[config.mk]
export PLATFORM = sky130hd
export DESIGN_NAME = fifo_uart_tx
export DESIGN_NICKNAME = d
export VERILOG_FILES = /design/src/rtl/fifo_uart_tx.sv
export SDC_FILE = /design/constraint.sdc
export NUM_CORES = 1
export LEC_CHECK = 0
export ABC_CLOCK_PERIOD_IN_PS = 2000
export BUFFER_PORTS_ARGS = -buffer_cell sky130_fd_sc_hd__buf_2
export CORE_ASPECT_RATIO = 1.1
export CORE_MARGIN = 2
export CORE_UTILIZATION = 41
export DETAILED_ROUTE_END_ITERATION = 10
export GPL_ROUTABILITY_DRIVEN = 0
export PLACE_DENSITY = 0.74
export SETUP_SLACK_MARGIN = 0.05
export SYNTH_ARGS = -nofsm -noshare
export SYNTH_HDL_FRONTEND = slang
export SYNTH_SLANG_ARGS = --single-unit
[constraint.sdc]
create_clock -name Clk -period 2 [get_ports Clk]
set_clock_uncertainty 0.05 [all_clocks]
set_input_delay 0 -clock Clk [delete_from_list [all_inputs] [get_ports Clk]]
set_output_delay 0 -clock Clk [all_outputs]
set_load 0.01 [all_outputs]
[src/rtl/fifo_uart_tx.sv]
// UART transmitter on the FIFO read side: pops one byte per frame and serializes it as
// start, Data_width data bits LSB-first, optional parity, stop. Clk is the bit clock.
module fifo_uart_tx #(
    parameter int unsigned Data_width = 8
) (
    input  logic                  Clk,
    input  logic                  Rst,
    input  logic                  Rempty,
    input  logic [Data_width-1:0] Rdata,
    input  logic                  Par_en,
    input  logic                  Par_typ,
    output logic                  Rinc,
    output logic                  Tx_out,
    output logic                  Busy
);

    localparam int unsigned CntW = (Data_width > 1) ? $clog2(Data_width) : 1;

    typedef enum logic [2:0] {
        IDLE,
        START,
        DATA,
        PARITY,
        STOP
    } state_e;

    state_e                state_q, state_d;
    logic [Data_width-1:0] shift_q, shift_d;
    logic [CntW-1:0]       cnt_q, cnt_d;
    logic                  par_en_q, par_en_d;
    logic                  par_bit_q, par_bit_d;
    logic                  tx_q, tx_d;
    logic                  busy_q, busy_d;
    logic                  rinc_q, rinc_d;
    logic                  load;

    // Next-state and next-output logic; outputs are the values for the cycle after the edge.
    always_comb begin
        state_d   = state_q;
        shift_d   = shift_q;
        cnt_d     = cnt_q;
        par_en_d  = par_en_q;
        par_bit_d = par_bit_q;
        tx_d      = tx_q;
        busy_d    = busy_q;
        rinc_d    = 1'b0;
        load      = 1'b0;

        case (state_q)
            IDLE: begin
                tx_d   = 1'b1;
                busy_d = 1'b0;
                load   = ~Rempty;
            end
            START: begin
                state_d = DATA;
                tx_d    = shift_q[0];
                shift_d = shift_q >> 1;
                cnt_d   = '0;
            end
            DATA: begin
                if (cnt_q == CntW'(Data_width - 1)) begin
                    if (par_en_q) begin
                        state_d = PARITY;
                        tx_d    = par_bit_q;
                    end else begin
                        state_d = STOP;
                        tx_d    = 1'b1;
                    end
                end else begin
                    tx_d    = shift_q[0];
                    shift_d = shift_q >> 1;
                    cnt_d   = cnt_q + CntW'(1);
                end
            end
            PARITY: begin
                state_d = STOP;
                tx_d    = 1'b1;
            end
            STOP: begin
                // Back-to-back frames: reload directly from the stop bit with no idle gap.
                if (!Rempty) begin
                    load = 1'b1;
                end else begin
                    state_d = IDLE;
                    tx_d    = 1'b1;
                    busy_d  = 1'b0;
                end
            end
            default: begin
                state_d = IDLE;
                tx_d    = 1'b1;
                busy_d  = 1'b0;
            end
        endcase

        if (load) begin
            state_d   = START;
            shift_d   = Rdata;
            cnt_d     = '0;
            par_en_d  = Par_en;
            par_bit_d = Par_typ ? ~^Rdata : ^Rdata;
            tx_d      = 1'b0;
            busy_d    = 1'b1;
            rinc_d    = 1'b1;
        end
    end

    // State and registered outputs; reset aborts any frame in flight.
    always_ff @(posedge Clk or posedge Rst) begin
        if (Rst) begin
            state_q   <= IDLE;
            shift_q   <= '0;
            cnt_q     <= '0;
            par_en_q  <= 1'b0;
            par_bit_q <= 1'b0;
            tx_q      <= 1'b1;
            busy_q    <= 1'b0;
            rinc_q    <= 1'b0;
        end else begin
            state_q   <= state_d;
            shift_q   <= shift_d;
            cnt_q     <= cnt_d;
            par_en_q  <= par_en_d;
            par_bit_q <= par_bit_d;
            tx_q      <= tx_d;
            busy_q    <= busy_d;
            rinc_q    <= rinc_d;
        end
    end

    assign Rinc   = rinc_q;
    assign Tx_out = tx_q;
    assign Busy   = busy_q;

endmodule
=== Word level (Yosys, flattened, before mapping) ===
Index checks and enable logic that the tools add are counted.

* Flip-flop bits (word level): 19
* Bits of input ports: 13
* Output and inout bits: 3
* Word-level logic and storage cells: 51

* Add/sub/neg operators: 1
* Eq/ne operators: 10
* Multiplexer cells: 23
* Bitwise logic cells: 1
* Reduce and logical (&&, ||, !) cells: 8

{| class="wikitable"
|+ Operator list
! cell !! count
|-
| two-way mux 3 bit || 6
|-
| two-way mux 8 bit || 2
|-
| one-hot mux 8 bit (2 select lines) || 1
|-
| one-hot mux 3 bit (5 select lines) || 1
|-
| two-way mux 1 bit || 9
|-
| inequality test 3 bit (second input constant) || 3
|-
| XNOR reduction 8 bit || 1
|-
| parity 8 bit || 1
|-
| == test 3 x 2 -> 1 bit (second input constant) || 2
|-
| == test 3 bit (second input constant) || 2
|-
| one-hot mux 3 bit (2 select lines) || 1
|-
| one-hot mux 1 bit (2 select lines) || 2
|-
| AND reduction 2 bit || 2
|-
| adder 3 x 1 -> 3 bit (second input constant) || 1
|-
| == test 3 x 1 -> 1 bit (second input constant) || 1
|-
| zero test 3 bit || 1
|-
| one-hot mux 1 bit (3 select lines) || 1
|-
| AND reduction 3 bit || 1
|-
| nonzero test 3 bit || 1
|-
| OR reduction 3 bit || 1
|-
| inequality test 2 x 1 -> 1 bit (second input constant) || 1
|-
| inequality test 2 bit (second input constant) || 1
|-
| NOT 1 bit || 1
|}

=== Depth between registers and ports, before layout ===
* Depth after elaboration: 4
* Mapped depth: 7
* Depth with buffers taken out: 6

=== Worst setup path after synthesis ===
No wires, ideal clock.

* Kind: reg2reg
* Start: register cnt_q[0]
* End: register shift_q[0]
* Setup time: 0.136 ns
* Arrival time: 1.696 ns
* Slack: 0.118 ns
* Cell stages (with the launch flop): 8
* Clock period less this slack: 1.882 ns
* Cell sequence: dfrtp_1 -> ha_1 -> ha_1 -> or3b_1 -> a21oi_2 -> buf_6 -> mux2i_1 -> a21oi_1

* Cells in the longest elaborated chain, start to end: 3

{| class="wikitable"
|+ RTL lines
! what !! line !! text
|-
| from (decl) || 29 || <nowiki>logic [CntW-1:0] cnt_q, cnt_d;</nowiki>
|-
| from (signal assigned) || 123 || <nowiki>cnt_q <= cnt_d;</nowiki>
|-
| == test 3 bit || 62 || <nowiki>if (cnt_q == CntW'(Data_width - 1)) begin</nowiki>
|-
| inequality test 3 bit (no source line) || -- ||
|-
| AND reduction 2 bit (no source line) || -- ||
|-
| to (signal assigned) || 122 || <nowiki>shift_q <= shift_d;</nowiki>
|-
| to (decl) || 28 || <nowiki>logic [Data_width-1:0] shift_q, shift_d;</nowiki>
|}

No other way between the ends.
A chain may end at the register's enable or synchronous reset.

=== Final worst setup path ===
* Start: register cnt_q[0]
* End: register shift_q[6]

The elaborated chain is that of the path after synthesis.

==> run_results.csv <==
group,metric,value,unit
run_status,status,"finished clean",
sta,post-route-min-period,1970,ps
global_routing,grt_pass1_vias,648,
cells_and_area,nNetsFinal,139,
setup_path,crit_arrival,2070,ps
detailed_routing,route.met2.wl,881,µm
setup_path,endpoint_kind,"flip-flop",
global_routing,grt_overflow,0,
sta,tns,0,ps
cells_and_area,n_antenna_cell,0,
cells_and_area,fill_cells,200,
synth,synth_top_area_frac,0.466,
global_routing,antenna_found_initial,0,
die,dieHeight,54.9,µm
worst_hold_path,hold_depth,4,
power_and_ir_drop,p_leak,0.577,nW
setup_path,crit_fanout,5,
detailed_routing,drtPass1Iterations,2,
power_and_ir_drop,irDropWorstVdd,0.612,mV
clock_tree,path_clk_slew,100,ps
job,drv_cap,0,
detailed_routing,ant_nets,0,
synth,avgSynthCellArea,10.2,µm²
power_and_ir_drop,p_per_area,1300,nW/µm²
sta,slew_headroom,0.509,
synth,synth.ff_latch_count,19,
die,rows,18,
clock_tree,cts.path.max_buffers,2,
setup_path,crit_path_top_delay_cell,"dfrtp_1",
setup_path,path_cells,"ha_2 > ha_4 > or3b_4 > a21oi_4 > clkbuf_16 > mux2i_1 > a21oi_1",
setup_path,path_buf_inv,1,
synth,syn_inst,95,
synth,syn-cell-area,967,µm²
sta,grt_setup_unrepaired,"true",
worst_hold_path,worstHoldEndpoint,"state_q[0]$_DFFE_PP0P_",
power_and_ir_drop,finalPower,1.64,mW
global_routing,grt_pass1_wl,2820,µm
detailed_routing,viasPerCell,4.82,
clock_tree,cts_made_buffers,3,
setup_path,rrSetupSlack,30,ps
synth,yosysWarningCount,0,
detailed_routing,route.vias.total,737,
setup_path,required,2100,ps
placement,numPortBuffers,15,
die,fp.dieW,50.3,µm
detailed_routing,wl_met3,33,µm
setup_path,worstSetupPathType,"reg2reg",
global_routing,grt_max_degree,21,
synth,synth_ff_type,"dfrtp_1",
die,core,2250,µm²
cells_and_area,drive_gt1_frac,0.244,
placement,dpl-instance-area,1070,µm²
setup_path,critical-path-top-delay-family,"flip-flops",
sta,finalMaxSlewViolations,0,
detailed_routing,route.top_layer_used,"met4",
synth,synth_edf_count,0,
detailed_routing,wirelength,1790,µm
clock_tree,clock-root-buffer,"clkbuf_4",
synth,synth.most_common_cell,"dfrtp_1",
setup_path,r2r-end,"shift_q[6]$_DFFE_PP0P_",
synth,synthTopCellsByCount,"18 x dfrtp_1, 11 x nor2_1, 10 x a21oi_1",
detailed_routing,drc,0,
sta,finalSetupViolCount,0,
detailed_routing,drt_iter0_markers,5,
sta,worst_slew_pin_slew,735,ps
synth,async_flop_share,1.00,
clock_tree,cts_tree,"done",
setup_path,ff2ff_path_depth,7,
sta,hold_slack,18.5,ps
worst_hold_path,hold_path_startpoint,"Rempty",
setup_path,critPathMaxStageDelay,400,ps
placement,dp_hpwl,1250,µm
sta,hold_viol,0,
synth,synthTopCellsByArea,"dfrtp_1 47%, mux2i_1 8.3%, a21oi_1 5.2%",
synth,synth_nets,110,
synth,yosysUniqueCellTypes,27,
synth,synth_top_cell_by_area,"dfrtp_1",
worst_hold_path,hold_path_class,"in2reg",
clock_tree,clock_latency,280,ps
die,die-area,2760,µm²
detailed_routing,wl_met1,838,µm
die,start_util,0.429,
global_routing,grt.total_usage,0.141,
die,ios,16,
sta,max_freq,508,MHz
setup_path,crit_path_start_kind,"flip-flop",
cells_and_area,post-route-cell-area,1260,µm²
clock_tree,h-tree-depth,1,
synth,synth.yosys.seq_area_share,0.493,
cells_and_area,area_growth,30.3,%
sta,fin_crit_sh,0.984,
detailed_routing,wl_per_cell,11.7,µm
setup_path,r2r-start,"cnt_q[0]$_DFFE_PP0P_",
clock_tree,clock_sinks,19,
==> what timing repair did <==
item | in CTS | in global routing
hold buffers | 10 | 0
gates resized for setup | 0 | 6
endpoints found under the setup margin | 6 | 8
buffers inserted | 0 | 1
endpoints found under the hold margin | 27 | 0
pin swaps | 1 | 5
cloned | 0 | 1
==> report_power, final <==
part	switching (mW)	internal [mW]	leakage (nW)
combinational	0.348	0.432	0.332
clock	0.106	0.0774	0.0150
sequential	0.122	0.556	0.230
total	0.576	1.07	0.577
==> per-layer routing <==
metal,vias to the layer above,GRT usage
li1,380,-
met1,343,0.162
met2,10,0.252
met3,4,0.0242
met4,0,0.0811
met5,-,0
==> cell type report <==
class,instances,area [µm²],area share
tap,30,37.5,0.0298
inverter,3,11.3,0.00894
clock buffer,4,26.3,0.0209
timing repair buffer,29,235,0.187
sequential,19,477,0.378
multi-input combinational,68,473,0.375
==> logic make-up after synthesis <==
group	after synthesis	share of synthesized area
buf+inv	8	0.0479
fa+ha+maj	2	0.0259
simple gates	30	0.149
flops	19	0.493
mux	9	0.0944
xor+xnor	8	0.0867
compound gates	19	0.103
==> flip-flops by register name (all words and copies together) (netlist names) <==
register and flops:
cnt_q 3, Rinc 1, state_q 3, par_en_q 1, Tx_out 1, shift_q 8
Busy 1, par_bit_q 1
==> tightest hold or removal path, cell delays in order <==
cell	delay (ps)
buf_2	100
nor2_1	40
a31oi_1	130
nor2_1	50
==> how the worst max path moves through the flow <==
stage	to	slack, ps	depth (start not counted)	from
global route	shift_q[1]$_DFFE_PP0P_	-50	7	cnt_q[0]$_DFFE_PP0P_
finish	shift_q[6]$_DFFE_PP0P_	30	7	cnt_q[0]$_DFFE_PP0P_
floorplan	shift_q[0]$_DFFE_PP0P_	120	7	cnt_q[0]$_DFFE_PP0P_
global placement	shift_q[4]$_DFFE_PP0P_	80	7	cnt_q[0]$_DFFE_PP0P_
CTS	shift_q[0]$_DFFE_PP0P_	50	7	cnt_q[0]$_DFFE_PP0P_
detailed placement	shift_q[0]$_DFFE_PP0P_	50	7	cnt_q[0]$_DFFE_PP0P_
==> placed cells by master (no fill, tap or decap), types with 2 or more instances in the layout <==
cell type / n
o21ai_0: 7
a21oi_1: 10
buf_2: 15
dfrtp_1: 18
nand2b_1: 3
mux2i_1: 7
inv_1: 2
nor2_1: 11
xor2_1: 3
dlygate4sd3_1: 10
clkbuf_4: 3
xnor2_1: 4
buf_4: 2
nand2_1: 9
==> through the flow <==
stage / utilization / setup WS (ps) / cells
final: 0.559 / 32.5 / 153
after global routing: 0.559 / -46.7 / 153
after CTS: 0.532 / 48.9 / 151
after detailed placement: 0.476 / 51.0 / 137
after global placement: 0.476 / 83.9 / 137
after floorplan: - / 118 / 95
(Power assumes the default switching activity.)
